File: config.mk
export PLATFORM = sky130hd
export DESIGN_NAME = riscv_fetch_aligner
export DESIGN_NICKNAME = d
export VERILOG_FILES = /design/src/rtl/riscv_fetch_aligner.sv
export SDC_FILE = /design/constraint.sdc
export NUM_CORES = 1
export LEC_CHECK = 0
export BUFFER_PORTS_ARGS = -buffer_cell sky130_fd_sc_hd__buf_2
export CORE_UTILIZATION = 43
export CTS_CLUSTER_SIZE = 25
export DETAILED_ROUTE_END_ITERATION = 16
export PLACE_DENSITY = 0.72
export RECOVER_POWER = 100
export SLEW_MARGIN = 15
export SYNTH_ARGS = -nofsm -noshare
export SYNTH_HDL_FRONTEND = slang
export SYNTH_SLANG_ARGS = --single-unit
File: constraint.sdc
create_clock -name i_riscv_algn_clk -period 6 [get_ports i_riscv_algn_clk]
set_input_delay 0.6 -clock i_riscv_algn_clk [delete_from_list [all_inputs] [get_ports i_riscv_algn_clk]]
set_output_delay 0.6 -clock i_riscv_algn_clk [all_outputs]
set_load 0.02 [all_outputs]
File: src/rtl/riscv_fetch_aligner.sv
// ----------------------------------------------------------------------------
// riscv_fetch_aligner
//
// Fetch-stage aligner for an RV64IMC pipeline. It reads 32-bit words from a
// combinational instruction memory and splits the halfword stream into
// 16-bit compressed and 32-bit instructions. A 32-bit instruction that
// straddles a word boundary is assembled from a buffered upper halfword and
// the lower half of the next word. Results go into the F/D output registers.
//
// Ports:
//   i_riscv_algn_clk        clock, rising edge
//   i_riscv_algn_rst        synchronous active-high reset
//   i_riscv_algn_stall      freeze all state and outputs
//   i_riscv_algn_flush      redirect to i_riscv_algn_target (beats stall)
//   i_riscv_algn_target     redirect PC, bit 0 ignored
//   o_riscv_algn_imem_addr  word-aligned fetch address
//   i_riscv_algn_imem_rdata combinational read data for imem_addr
//   o_riscv_algn_instr      raw instruction (compressed: zero-extended)
//   o_riscv_algn_pc         PC of o_riscv_algn_instr
//   o_riscv_algn_pcplus     pc+2 (compressed) or pc+4
//   o_riscv_algn_cinst      instruction is 16-bit
//   o_riscv_algn_valid      0 = bubble
// ----------------------------------------------------------------------------
module riscv_fetch_aligner #(
    parameter int unsigned       XLEN     = 64,
    parameter logic [XLEN-1:0]   RESET_PC = '0
) (
    input  logic            i_riscv_algn_clk,
    input  logic            i_riscv_algn_rst,
    input  logic            i_riscv_algn_stall,
    input  logic            i_riscv_algn_flush,
    input  logic [XLEN-1:0] i_riscv_algn_target,
    output logic [XLEN-1:0] o_riscv_algn_imem_addr,
    input  logic [31:0]     i_riscv_algn_imem_rdata,
    output logic [31:0]     o_riscv_algn_instr,
    output logic [XLEN-1:0] o_riscv_algn_pc,
    output logic [XLEN-1:0] o_riscv_algn_pcplus,
    output logic            o_riscv_algn_cinst,
    output logic            o_riscv_algn_valid
);

    typedef enum logic [1:0] {
        ALIGNED = 2'd0,  // next instruction starts at faddr
        UPPER   = 2'd1,  // next instruction starts at faddr+2
        SPLIT   = 2'd2   // hbuf holds low half of instruction at faddr-2
    } state_e;

    localparam logic [31:0]     NOP         = 32'h0000_0013;
    localparam logic [XLEN-1:0] TWO         = XLEN'(2);
    localparam logic [XLEN-1:0] FOUR        = XLEN'(4);
    localparam logic [XLEN-1:0] RESET_FADDR = {RESET_PC[XLEN-1:2], 2'b00};
    localparam state_e          RESET_STATE = RESET_PC[1] ? UPPER : ALIGNED;

    logic [XLEN-1:0] faddr_q,  faddr_d;
    logic [15:0]     hbuf_q,   hbuf_d;
    state_e          state_q,  state_d;
    logic [31:0]     instr_q,  instr_d;
    logic [XLEN-1:0] pc_q,     pc_d;
    logic [XLEN-1:0] pcplus_q, pcplus_d;
    logic            cinst_q,  cinst_d;
    logic            valid_q,  valid_d;

    logic            emit;
    logic [XLEN-1:0] emit_pc;
    logic [31:0]     emit_instr;
    logic            emit_c;

    logic [31:0]     w;
    logic            unused_target_b0;

    assign w                = i_riscv_algn_imem_rdata;
    assign unused_target_b0 = i_riscv_algn_target[0];

    always_comb begin
        faddr_d    = faddr_q;
        hbuf_d     = hbuf_q;
        state_d    = state_q;
        instr_d    = instr_q;
        pc_d       = pc_q;
        pcplus_d   = pcplus_q;
        cinst_d    = cinst_q;
        valid_d    = valid_q;
        emit       = 1'b0;
        emit_pc    = faddr_q;
        emit_instr = NOP;
        emit_c     = 1'b0;

        if (i_riscv_algn_flush) begin
            faddr_d = {i_riscv_algn_target[XLEN-1:2], 2'b00};
            state_d = i_riscv_algn_target[1] ? UPPER : ALIGNED;
            hbuf_d  = '0;
            instr_d = NOP;
            cinst_d = 1'b0;
            valid_d = 1'b0;
        end else if (!i_riscv_algn_stall) begin
            // Bubble unless one of the states below emits; pc/pcplus hold.
            instr_d = NOP;
            cinst_d = 1'b0;
            valid_d = 1'b0;

            unique case (state_q)
                ALIGNED: begin
                    emit    = 1'b1;
                    emit_pc = faddr_q;
                    if (w[1:0] != 2'b11) begin
                        emit_instr = {16'h0000, w[15:0]};
                        emit_c     = 1'b1;
                        state_d    = UPPER;
                    end else begin
                        emit_instr = w;
                        faddr_d    = faddr_q + FOUR;
                    end
                end
                UPPER: begin
                    faddr_d = faddr_q + FOUR;
                    if (w[17:16] != 2'b11) begin
                        emit       = 1'b1;
                        emit_pc    = faddr_q + TWO;
                        emit_instr = {16'h0000, w[31:16]};
                        emit_c     = 1'b1;
                        state_d    = ALIGNED;
                    end else begin
                        // Straddling 32-bit instruction: park the low half
                        // and fetch the next word, costing one bubble.
                        hbuf_d  = w[31:16];
                        state_d = SPLIT;
                    end
                end
                SPLIT: begin
                    emit       = 1'b1;
                    emit_pc    = faddr_q - TWO;
                    emit_instr = {w[15:0], hbuf_q};
                    state_d    = UPPER;
                end
                default: state_d = ALIGNED;
            endcase

            if (emit) begin
                valid_d  = 1'b1;
                instr_d  = emit_instr;
                cinst_d  = emit_c;
                pc_d     = emit_pc;
                pcplus_d = emit_pc + (emit_c ? TWO : FOUR);
            end
        end
    end

    always_ff @(posedge i_riscv_algn_clk) begin
        if (i_riscv_algn_rst) begin
            faddr_q  <= RESET_FADDR;
            hbuf_q   <= '0;
            state_q  <= RESET_STATE;
            instr_q  <= NOP;
            pc_q     <= '0;
            pcplus_q <= '0;
            cinst_q  <= 1'b0;
            valid_q  <= 1'b0;
        end else begin
            faddr_q  <= faddr_d;
            hbuf_q   <= hbuf_d;
            state_q  <= state_d;
            instr_q  <= instr_d;
            pc_q     <= pc_d;
            pcplus_q <= pcplus_d;
            cinst_q  <= cinst_d;
            valid_q  <= valid_d;
        end
    end

    assign o_riscv_algn_imem_addr = faddr_q;
    assign o_riscv_algn_instr     = instr_q;
    assign o_riscv_algn_pc        = pc_q;
    assign o_riscv_algn_pcplus    = pcplus_q;
    assign o_riscv_algn_cinst     = cinst_q;
    assign o_riscv_algn_valid     = valid_q;

endmodule

==> summary.txt <==
Worst hold path
  • Hold Path Sink: o_riscv_algn_imem_addr[5]$_SDFFE_PP0P_
  • Worst hold path class: in -> reg
  • Hold path start: i_riscv_algn_target[5]
  • Hold Path Stages: 3

Clock network
  • Post-CTS repair timing setup buffer count: 0
  • Total clock sinks: 240
  • Inserted Clock Buffers: 27
  • Clk root buf: clkbuf_16
  • Max Buffers Root-to-Sink: 3
  • Hold Buf Count CTS: 0
  • CTS tree: yes
  • Post-CTS sizing: 0
  • Clock-pin slew on the worst setup and hold paths: 0.06 ns
  • Worst skew pair latency: 0.55 ns
  • CTS H-Tree Depth: 1

Critical path
  • Worst flop-to-flop path endpoint: o_riscv_algn_pcplus[47]$_SDFFE_PP0P_
  • CP startpoint kind: flop
  • R2R cell count: 16
  • WP buf/inv: 3
  • Slowest CP cell: nor3_1
  • Worst r2r src: state_q[1]$_SDFFE_PP0P_
  • CP delay by family, top: simple AND/OR/NAND/NOR gates
  • FF-to-FF setup slack: 0.73 ns
  • Worst Path Required: 6.45 ns
  • Sequence of cells on the critical path: inv_1 > ha_1 > a21boi_1 > a21oi_1 > inv_1 > ha_1 > inv_1 > fa_1 > nor4_1 > nand4b_1 > or4_1 > nor3_1 > nand3_1 > nor2_1 > xnor2_1 > a211oi_1
  • CP endpoint kind: flop
  • Arrival @ worst endpoint: 5.72 ns
  • Setup CP Type: reg -> reg
  • Most Frequent Cell on Critical Path: inv_1
  • Worst-path maximum fanout: 9
  • Slowest cell delay on critical path: 0.88 ns

Cells and area
  • Filler-free cell count of the finished design: 2,491
  • Synth-to-layout area growth: 15.97%
  • Share of layout cells above drive strength 1: 9.583%
  • Fin util: 50.81%
  • Post-layout nets: 2,179
  • FILL cells: 3,240
  • Fin area: 0.01603 mm²

Detailed routing
  • Total wire length: 46,370 µm
  • Vias per inst: 5.939
  • DR iter-0 viols: 1,330
  • DR vias: 14,790
  • Drt pass-1 iters: 5
  • DR DRC count: 0
  • Avg WL per Cell: 18.61 µm
  • Final ANT Viol Nets: 0

STA
  • Final min period: 5.273 ns
  • Max-Slew Margin vs Limit: -53.49%
  • RSZ-0062 raised after global routing: false
  • Final setup fails: 0
  • Final hold slack: 0.2845 ns
  • Final setup margin: 0.7270 ns
  • Slew @ Worst Pin: 2.294 ns
  • FMAX: 189.6 MHz
  • Crit share post-route: 87.88%
  • Hold Vio Cnt, Final: 0
  • Clock Skew: 0.01290 ns
  • Slew Viols, Final: 75
  • Setup TNS: 0 ns

Placed design
  • Number of port buffers: 320
  • Placed Area: 0.01546 mm²
  • Placed Cells incl. Taps: 2,443
  • Dpl ws: 0.9359 ns
  • GP Congestion: 0.9029
  • Final HPWL DP: 33,420 µm

Synthesis
  • Yosys top cell area share: 34.75%
  • Ranking of synthesized cells by area: dfxtp_1 (35%), nor2_1 (8.4%), a21oi_1 (6.4%), nand2_1 (6.0%), a211oi_1 (3.8%)
  • EDFF count, synth: 0
  • Post-synth top area cell: dfxtp_1
  • Distinct cells, synth: 82
  • Yosys Warn Count: 0
  • Prevailing post-synth register cell: dfxtp_1
  • FF+latch count, synth: 240
  • Synth Instances: 1,864
  • Async SR Flop Fraction: 0%
  • Sequential area share after synthesis: 34.75%
  • Mapped Avg Cell Area: 7.417 µm²
  • Post-synthesis instance area: 0.01383 mm²

Global routing
  • GRT Total Usage: 26.99%
  • Total gr overflow: 0
  • Initial antenna violation count: 4
  • Largest net degree at the start of global routing: 101
  • First-pass GRT wire length: 71,860 µm
  • Vias in the first global route: 12,670

Floorplanning
  • Die area: 0.03287 mm²
  • Starting Density: 43.81%
  • Core Box Area: 0.03156 mm²
  • Ports: 326
  • Die height: 181.3 µm
  • Placement Rows: 65
  • Die width: 181.3 µm

Power and ir drop
  • Cell Pwr Density: 261.9 mW/mm²
  • Clock power frac: 42.0%
  • Max IR drop VDD: 0.2065 mV
  • Final Power: 4.199 mW
  • Comb power frac: 15.8%
  • P_int: 2.958 mW
  • Sw Ratio: 29.56%
  • Net load switching power: 1.241 mW
  • Seq pwr share: 42.2%
  • Static Leak: 5.467 nW

Run
  • Max-cap violation count: 2

Run status
  • Violated checks: capacitance limit, slew limit
  • Status: finished, violations left
==> worst register-to-register path, delay by kind of cell (launching register included) <==
kind	cells	cell delay (ns)
flops	1	0.33
compound gates	3	0.79
buf+inv	3	0.29
xor+xnor	1	0.08
simple gates	6	2.74
fa+ha+maj	3	0.96
==> layout make-up <==
class | count | area (µm²) | share of cell area (%)
Antenna cell | 2 | 5.005 | 0.03121
Inverter | 17 | 63.81 | 0.3980
Tap cell | 402 | 503.0 | 3.137
Clock buffer | 35 | 745.7 | 4.651
Sequential cell | 240 | 4805 | 29.96
Timing Repair Buffer | 343 | 1473 | 9.185
Clock inverter | 11 | 187.7 | 1.171
Multi-Input combinational cell | 1441 | 8252 | 51.46
==> cell families (layout without fill, tap and decap cells) <==
logic type | count (synthesis) | after routing | share of synthesized area, %
flops | 240 | 240 | 34.75
other cells | 1 | 6 | 0.02712
fa+ha+maj | 9 | 9 | 0.8688
simple gates | 899 | 899 | 32.39
compound gates | 426 | 426 | 19.82
mux | 15 | 15 | 1.113
xor+xnor | 88 | 88 | 5.575
buf+inv | 186 | 406 | 5.457
==> placed cells by master, fill, tap and decap left out, types with 8 or more instances in the layout <==
cell and n:
nor2_1 311, dfxtp_1 240, clkbuf_1 234, nand2_1 221
a21oi_1 178, buf_2 96, a211oi_1 70, nand3_1 54
nor3_1 51, xnor2_1 47, o21ai_0 44, or3_1 41
xor2_1 41, nand4_1 33, nor4_1 32, clkbuf_16 27
and3_1 26, or4_1 18, a22oi_1 17, a31oi_1 17
inv_1 16, nand3b_1 16, a222oi_1 16, buf_4 15
and2_1 14, mux2i_1 12, and4_1 11, or2_2 9
a311oi_1 8
==> registers in the layout (all words and copies together), names as in the netlist <==
name,count
o_riscv_algn_imem_addr,62
hbuf_q,16
o_riscv_algn_pc,63
o_riscv_algn_pcplus,63
o_riscv_algn_cinst,1
o_riscv_algn_valid,1
state_q,2
o_riscv_algn_instr,32
==> per-layer routing <==
| layer | track usage (%) | vias to the layer above | wire length [µm] |
|---|---|---|---|
| met3 | 4.515 | 65 | 4297 |
| li1 | - | 7090 | - |
| met2 | 38.37 | 728 | 19020 |
| met4 | 6.814 | 4 | 1009 |
| met1 | 41.44 | 6906 | 22020 |
| met5 | 0 | - | 27 |
==> worst max-delay path by stage <==
stage	startpoint	end	slack, ns	depth (start not counted)
3_3_place_gp	state_q[1]$_SDFFE_PP0P_	o_riscv_algn_pcplus[63]$_SDFFE_PP0P_	1.02	16
2_1_floorplan	state_q[0]$_SDFFE_PP0P_	o_riscv_algn_pcplus[63]$_SDFFE_PP0P_	1.01	20
5_1_grt	state_q[0]$_SDFFE_PP0P_	o_riscv_algn_pcplus[47]$_SDFFE_PP0P_	0.24	13
6_report	state_q[1]$_SDFFE_PP0P_	o_riscv_algn_pcplus[47]$_SDFFE_PP0P_	0.73	16
4_1_cts	state_q[1]$_SDFFE_PP0P_	o_riscv_algn_pcplus[63]$_SDFFE_PP0P_	0.90	16
3_5_place_dp	state_q[0]$_SDFFE_PP0P_	o_riscv_algn_pcplus[56]$_SDFFE_PP0P_	0.94	17
==> synthesized netlist by cell type (8+ instances only) <==
| cell type | instances |
|---|---|
| nor2_1 | 311 |
| dfxtp_1 | 240 |
| nand2_1 | 221 |
| a21oi_1 | 178 |
| clkbuf_1 | 123 |
| a211oi_1 | 70 |
| nand3_1 | 54 |
| nor3_1 | 50 |
| xnor2_1 | 47 |
| o21ai_0 | 44 |
| or3_1 | 41 |
| xor2_1 | 41 |
| nand4_1 | 33 |
| nor4_1 | 30 |
| and3_1 | 26 |
| buf_2 | 21 |
| buf_1 | 18 |
| a22oi_1 | 17 |
| a31oi_1 | 17 |
| a222oi_1 | 16 |
| inv_1 | 16 |
| nand3b_1 | 16 |
| or4_1 | 16 |
| and2_1 | 15 |
| mux2i_1 | 12 |
| and4_1 | 11 |
| or2_2 | 9 |
| a311oi_1 | 8 |
| ha_1 | 8 |
| nand2b_1 | 8 |
| nor4_2 | 8 |
==> power groups by stage <==
stage	combinational, mW	clock, mW	sequential [mW]
after global routing	0.723	1.86	1.78
after detailed placement	0.674	0	1.80
after CTS	0.677	1.79	1.77
final	0.663	1.76	1.77
after global placement	0.665	0	1.80
after floorplan	0.418	0	1.83
(Power assumes the default switching activity.)
